<file path="src/rtl/pixel_word_packer.sv">
// Byte-stream to 32-bit word packer feeding the frame BRAM write port.
// Four pixels per word, little-endian lanes; frame_done after the last write.
module pixel_word_packer #(
  parameter int ADDR_W       = 12,
  parameter int FRAME_PIXELS = 16384
) (
  input  logic              clk,
  input  logic              reset_n,
  input  logic              start,
  input  logic              pause,
  input  logic [7:0]        pix_in,
  input  logic              pix_valid,
  output logic              pix_ready,
  output logic [ADDR_W-1:0] W_BRAM_ADDR,
  output logic [31:0]       w_bram_din,
  output logic              wea,
  output logic              busy,
  output logic              frame_done
);

  localparam int CW = $clog2(FRAME_PIXELS + 1);
  localparam logic [CW-1:0] LAST = CW'(FRAME_PIXELS - 1);

  typedef enum logic [1:0] {
    IDLE,
    PACK,
    DONE
  } state_t;

  state_t state, state_nxt;

  logic [CW-1:0] cnt;
  logic [1:0]    lane;
  logic [31:0]   lanes_q;
  logic [31:0]   word_nxt;
  logic          accept;
  logic          last_pix;
  logic          flush;

  always_ff @(posedge clk or negedge reset_n) begin
    if (!reset_n) state <= IDLE;
    else          state <= state_nxt;
  end

  always_comb begin
    state_nxt = state;
    case (state)
      IDLE: if (start) state_nxt = PACK;
      PACK: if (flush && last_pix) state_nxt = DONE;
      DONE: if (frame_done) state_nxt = IDLE;
      default: state_nxt = IDLE;
    endcase
  end

  always_comb begin
    busy      = (state != IDLE);
    pix_ready = (state == PACK) && !pause;
  end

  assign accept   = pix_valid && pix_ready;
  assign last_pix = (cnt == LAST);
  assign flush    = accept && ((lane == 2'd3) || last_pix);

  always_comb begin
    word_nxt = lanes_q;
    case (lane)
      2'd0:    word_nxt[7:0]   = pix_in;
      2'd1:    word_nxt[15:8]  = pix_in;
      2'd2:    word_nxt[23:16] = pix_in;
      default: word_nxt[31:24] = pix_in;
    endcase
  end

  // DONE lasts two cycles: the final write, then the frame_done pulse.
  always_ff @(posedge clk or negedge reset_n) begin
    if (!reset_n) begin
      cnt         <= '0;
      lane        <= '0;
      lanes_q     <= '0;
      W_BRAM_ADDR <= '0;
      w_bram_din  <= '0;
      wea         <= 1'b0;
      frame_done  <= 1'b0;
    end else begin
      wea        <= 1'b0;
      frame_done <= (state == DONE) && wea;
      if (wea) W_BRAM_ADDR <= W_BRAM_ADDR + 1'b1;
      if (state == IDLE && start) begin
        cnt         <= '0;
        lane        <= '0;
        lanes_q     <= '0;
        W_BRAM_ADDR <= '0;
      end else if (accept) begin
        cnt <= cnt + 1'b1;
        if (flush) begin
          w_bram_din <= word_nxt;
          wea        <= 1'b1;
          lane       <= '0;
          lanes_q    <= '0;
        end else begin
          lane    <= lane + 1'b1;
          lanes_q <= word_nxt;
        end
      end
    end
  end

endmodule

</file>
<file path="config.mk">
export PLATFORM = sky130hd
export DESIGN_NAME = pixel_word_packer
export DESIGN_NICKNAME = d
export VERILOG_FILES = /design/src/rtl/pixel_word_packer.sv
export SDC_FILE = /design/constraint.sdc
export NUM_CORES = 1
export LEC_CHECK = 0
export CORE_MARGIN = 5
export CORE_UTILIZATION = 49
export DETAILED_ROUTE_END_ITERATION = 12
export PLACE_DENSITY = 0.76
export RECOVER_POWER = 100
export SYNTH_ARGS = -nofsm -noshare
export SYNTH_HDL_FRONTEND = slang
export SYNTH_SLANG_ARGS = --single-unit
</file>
<file path="constraint.sdc">
create_clock -name clk -period 2.17 [get_ports clk]
set_clock_uncertainty 0.15 [all_clocks]
set_input_delay 0.3255 -clock clk [delete_from_list [all_inputs] [get_ports clk]]
set_output_delay 0.3255 -clock clk [all_outputs]
set_load 0.05 [all_outputs]
</file>
---- After elaboration in Yosys (flattened, before gate mapping) ----
Index checks and enable logic that the tools add are counted.
storage, ports and cells
  flip-flop bits (word level) ............. 97
  bits of input ports ..................... 13
cells by class
  add/subtract/negate cells ............... 3
  equality and inequality tests ........... 9
  muxes and demuxes ....................... 21
  bitwise operators ....................... 1
  reduce and logical (&&, ||, !) cells .... 16
operators by type and width
  cell                     number
  $mux W32                 3
  $mux W8                  4
  $mux W15                 2
  $mux W12                 2
  $add A15 B1 Y15 const B  1
  $eq A15 B14 Y1 const B   1
  $add A12 B1 Y12 const B  1
  $mux W2                  6
  $eq A2 B2 Y1 const B     3
  $logic_and A1 B1 Y1      6
  $ne A2 B2 Y1 const B     3
  $pmux W2 S3              1
  $reduce_and A3 Y1        2
  $reduce_bool A2 Y1       3
  $eq A2 B1 Y1 const B     2
  $logic_not A2 Y1         2
  $mux W1                  3
  $reduce_or A3 Y1         1
  $add A2 B1 Y2 const B    1
  $logic_not A1 Y1         1
  $logic_or A1 B1 Y1       1
  $not A1 Y1               1

---- Depth between registers and ports, before layout ----
  depth in word-level cells ............... 7
  depth in mapped cells ................... 7
  gate-level depth less buffers ........... 5

---- Worst setup path after synthesis ----
OpenSTA, ideal clock, no wires.
  path kind ............................... flip-flop to flip-flop
  from .................................... register lane[0]
  to ...................................... register lanes_q[0]
  setup time .............................. 0.068 ns
  data arrival time ....................... 1.849 ns
  data required time ...................... 1.952 ns
  setup slack ............................. 0.102 ns
  stages on the path, launching flop included .. 7
  buffers on the path ..................... 1
  path through ............................ dfrtp_1 > inv_1 > ha_1 > buf_1 > inv_1 > nor3_1 > a22o_1
on the way
  cells in the longest elaborated chain, start to end .. 6
ends and longest elaborated chain
  what                    line  text
  start, declared         33    logic [1:0] lane;
  start signal, assigned  101   lane <= lane + 1'b1;
  $eq A2 B2 Y1            62    assign flush = accept && ((lane == 2'd3) || last_pix);
  $logic_or A1 B1 Y1      62
  $logic_and A1 B1 Y1     62
  $mux W32 *              95    if (flush) begin
  $mux W32 *              93    end else if (accept) begin
  $mux W32 *              88    if (state == IDLE && start) begin
  end signal, assigned    102   lanes_q <= word_nxt;
  end, declared           34    logic [31:0] lanes_q;
Mark *: on every way between the ends. The rest lies on a longest branch, timed or not. The select of a mux whose other input is x is not followed.
A chain may end at the register's enable or synchronous reset.

---- Worst setup path after layout ----
  from .................................... register cnt[0]
  to ...................................... register lanes_q[28]
on the way
  cells in the longest elaborated chain, start to end .. 6
ends and longest elaborated chain
  what                    line  text
  start, declared         32    logic [CW-1:0] cnt;
  start signal, assigned  94    cnt <= cnt + 1'b1;
  $eq A15 B14 Y1          61    assign last_pix = (cnt == LAST);
  $logic_or A1 B1 Y1      62
  $logic_and A1 B1 Y1     62
  $mux W32                95
  $mux W32                93
  $mux W32                88
No other way between the ends. The select of a mux whose other input is x is not followed.

==> flow_metrics.py <==
metrics = {
    "finish": {
        "nNetsFinal": 503,
        "syn_to_final_growth_pct": 31.0,
        "insertedDiodeCount": 0,
        "utilization_pct": 65.7,
        "drive_gt1_share_pct": 16.8,
        "fin_area_sq_um": 5700,
    },
    "drt": {
        "viasPerCell": 5.69,
        "first_iter_violations": 192,
        "dr.pass1.iters": 4,
        "drc_errors": 0,
        "drt_wl_total_um": 10700,
        "ant_nets": 0,
        "top_layer_used": "met4",
        "vias": 3392,
        "route.met2.wl_um": 5140,
        "met1_length_um": 4890,
        "dr_wl_met3_um": 538,
        "wl_per_cell_um": 18.0,
    },
    "clocking": {
        "cts-root-buf": "clkbuf_8",
        "cts.path.max_buffers": 2,
        "cts_tree": "yes",
        "clock_latency_ps": 360,
        "cts_sinks": 97,
        "numCtsBuffers": 9,
        "clk_pin_slew_ps": 90,
        "cts_max_level": 3,
    },
    "min_path": {
        "hold_path.class": "in -> async",
    },
    "placement": {
        "placed_area_sq_um": 5290,
        "dpl.hpwl_um": 6980,
        "port_buffers": 60,
        "preCtsSetupSlack_ps": -436,
        "gp_congestion": 0.848,
    },
    "logic_synthesis": {
        "ys_seq_elements": 97,
        "yosysTopAreaCell": "dfrtp_1",
        "synth_adder_area_share_pct": 2.01,
        "synth_top_family_by_area": "compound AO/OA/AOI/OAI gates",
        "avgSynthCellArea_sq_um": 11.0,
        "async_reset_ff_share_pct": 100,
        "synth.area.top_cells": "dfrtp_1, a21oi_1, mux2i_1, a22o_1, ha_1",
        "ys.warnings.count": 0,
        "synth_area_sq_um": 4350,
        "ys_seq_area_share_pct": 55.8,
        "synth_mux_area_share_pct": 7.82,
        "synth_xor_area_share_pct": 3.42,
        "synthTopCellsByCount": "dfrtp_1, a21oi_1, mux2i_1",
        "synth_enable_flop_cells": 0,
        "ys_types": 36,
        "syn-instance-count": 395,
        "synth_fp_nets": 415,
        "synth-main-ff-cell": "dfrtp_1",
        "yosys.area_share.simple_pct": 9.86,
        "synth_compound_area_share_pct": 17.2,
        "yosysTopAreaCellShare_pct": 55.8,
        "yosysMostFrequentCell": "dfrtp_1",
    },
    "power_and_ir_drop": {
        "p_sw_share_pct": 43.6,
        "power_frac_clock_pct": 15.4,
        "p_switching_mw": 3.33,
        "p_int_mw": 4.31,
        "p_total_mw": 7.64,
        "seqPwrFrac_pct": 36.4,
        "power_density_nw_per_um2": 1340,
        "combPwrFrac_pct": 48.2,
        "leakage_nw": 2.55,
        "irDropWorstVdd_v": 0.000975,
    },
    "global_routing": {
        "grt_max_degree": 49,
        "gr-total-overflow": 0,
        "antenna_found_initial": 0,
        "first_global_vias": 3526,
        "grt_use_total_pct": 19.2,
        "grt_pass1_wl_um": 17400,
    },
    "sta": {
        "worstMarginPinSlew_ps": 550,
        "hold_violations": 0,
        "slew_headroom_pct": 63.4,
        "drv_slew": 0,
        "period_needed_ps": 2110,
        "fin_ws_ps": 55.0,
        "rsz0062_at_grt": "true",
        "period_share_pct": 97.5,
        "fmax_ghz": 0.473,
        "finalSetupViolCount": 0,
    },
    "setup_path": {
        "worstSetupStartpointType": "flop",
        "end_kind": "flop",
        "crit_type": "reg -> reg",
        "cp_data_arrival_time_ps": 2210,
        "cp-startpoint": "cnt[0]$_DFFE_PN0P_",
        "worst-path-max-fanout": 9,
        "r2r-start": "cnt[0]$_DFFE_PN0P_",
        "cp.required_ps": 2270,
    },
    "floorplanning": {
        "dieArea_sq_um": 10900,
        "coreArea_sq_um": 8680,
        "boundaryPins": 61,
        "initial_core_util_pct": 50.2,
        "row_count": 34,
        "die-width_um": 104,
        "die_h_um": 104,
    },
    "status": {
        "outcome": "complete, no violations",
    },
    "flow_run": {
        "max-cap-violations": 0,
    },
}
==> per-layer routing <==
metal  up-vias  GRT usage (%)
met2        90           30.3
li1       1588              -
met3        15           4.53
met5         -              0
met1      1699           26.8
met4         0           5.00
==> worst paths after layout <==
path | to | slack, ps | depth (start not counted)
hold / removal | cnt[7]$_DFFE_PN0P_ | 330 | 2
min in group clk | lanes_q[24]$_DFFE_PN0P_ | 360 | 1
setup / recovery | lanes_q[28]$_DFFE_PN0P_ | 60 | 8
max in group asynchronous | lanes_q[3]$_DFFE_PN0P_ | 900 | 3
setup reg to reg | lanes_q[28]$_DFFE_PN0P_ | 60 | 8
hold reg to reg | lanes_q[24]$_DFFE_PN0P_ | 360 | 1
==> area by class of cell <==
| cell class | count | area, sq um |
|---|---|---|
| flip-flops and latches | 97 | 2430 |
| fillers | 673 | 2980 |
| well taps | 108 | 135 |
| clock inverters | 6 | 67.6 |
| repair buffers | 106 | 1040 |
| inverters | 11 | 41.3 |
| clock buffers | 10 | 128 |
| multi-input cells | 258 | 1860 |
==> repair_timing <==
item	4_1_cts	5_1_grt
gates resized for setup	7	20
setup buffers	0	7
gates cloned	0	1
hold buffers	1	0
hold endpoints to repair	39	0
endpoints found under the setup margin	32	39
pin swaps	0	1
==> layout by cell type, fill, tap and decap left out, types with 2 or more instances in the layout <==
| cell | netlist | final |
|---|---|---|
| nor3_2 | 0 | 3 |
| xnor2_1 | 7 | 7 |
| inv_1 | 11 | 11 |
| clkbuf_8 | 0 | 9 |
| nand4_1 | 10 | 10 |
| a21oi_1 | 71 | 71 |
| or2_2 | 2 | 2 |
| clkinvlp_4 | 0 | 2 |
| nor3_1 | 10 | 6 |
| ha_1 | 7 | 6 |
| buf_12 | 0 | 5 |
| buf_4 | 4 | 40 |
| o21ai_0 | 6 | 6 |
| and3_1 | 3 | 3 |
| a22o_1 | 32 | 32 |
| nand2_1 | 15 | 14 |
| or3_1 | 6 | 6 |
| clkdlybuf4s50_1 | 0 | 54 |
| dlymetal6s2s_1 | 0 | 3 |
| xor2_1 | 10 | 10 |
| o31ai_4 | 0 | 4 |
| nor2_1 | 23 | 23 |
| dfrtp_1 | 97 | 96 |
| mux2i_1 | 34 | 34 |
| nor4_1 | 2 | 2 |
| nand3_1 | 2 | 2 |
| nor3b_1 | 2 | 2 |
==> metrics by stage <==
step | hold slack [ps] | instances | setup TNS, ps
5_1_grt | 382 | 596 | -389
3_3_place_gp | 197 | 571 | -9970
4_1_cts | 334 | 588 | 0
6_report | 332 | 596 | 0
3_5_place_dp | 203 | 571 | -13740
2_1_floorplan | -120 | 395 | 0
==> cell families (layout without fill, tap and decap cells) <==
kind of cell,after synthesis,count (layout)
AOI/OAI and AO/OA,117,117
xor gates and xnor gates,17,17
adders and majority gates,7,7
buffers and inverters,40,133
DFF,97,97
muxes,34,34
and+or+nand+nor,83,83
==> power groups by stage <==
stage          sequential (mW)  combinational (mW)  clock [mW]
4_1_cts                   2.77                3.55        1.20
3_5_place_dp              2.78                3.51           0
2_1_floorplan             3.99                1.07           0
5_1_grt                   2.85                3.90        1.28
6_report                  2.78                3.68        1.18
3_3_place_gp              2.78                3.43           0
==> worst max-delay path, stage by stage (launching register included) <==
cell      delay, ps
dfrtp_1         380
ha_2            200
nand4b_1        140
o41ai_4         410
buf_12          180
buf_6           140
buf_8           140
nor3_4           70
a22o_1          190
==> registers in the layout, indices dropped and copies added, names as in the netlist <==
name         count
w_bram_din      32
cnt             15
lanes_q         32
state            2
W_BRAM_ADDR     12
wea              1
lane             2
frame_done       1
(Power assumes the default switching activity.)
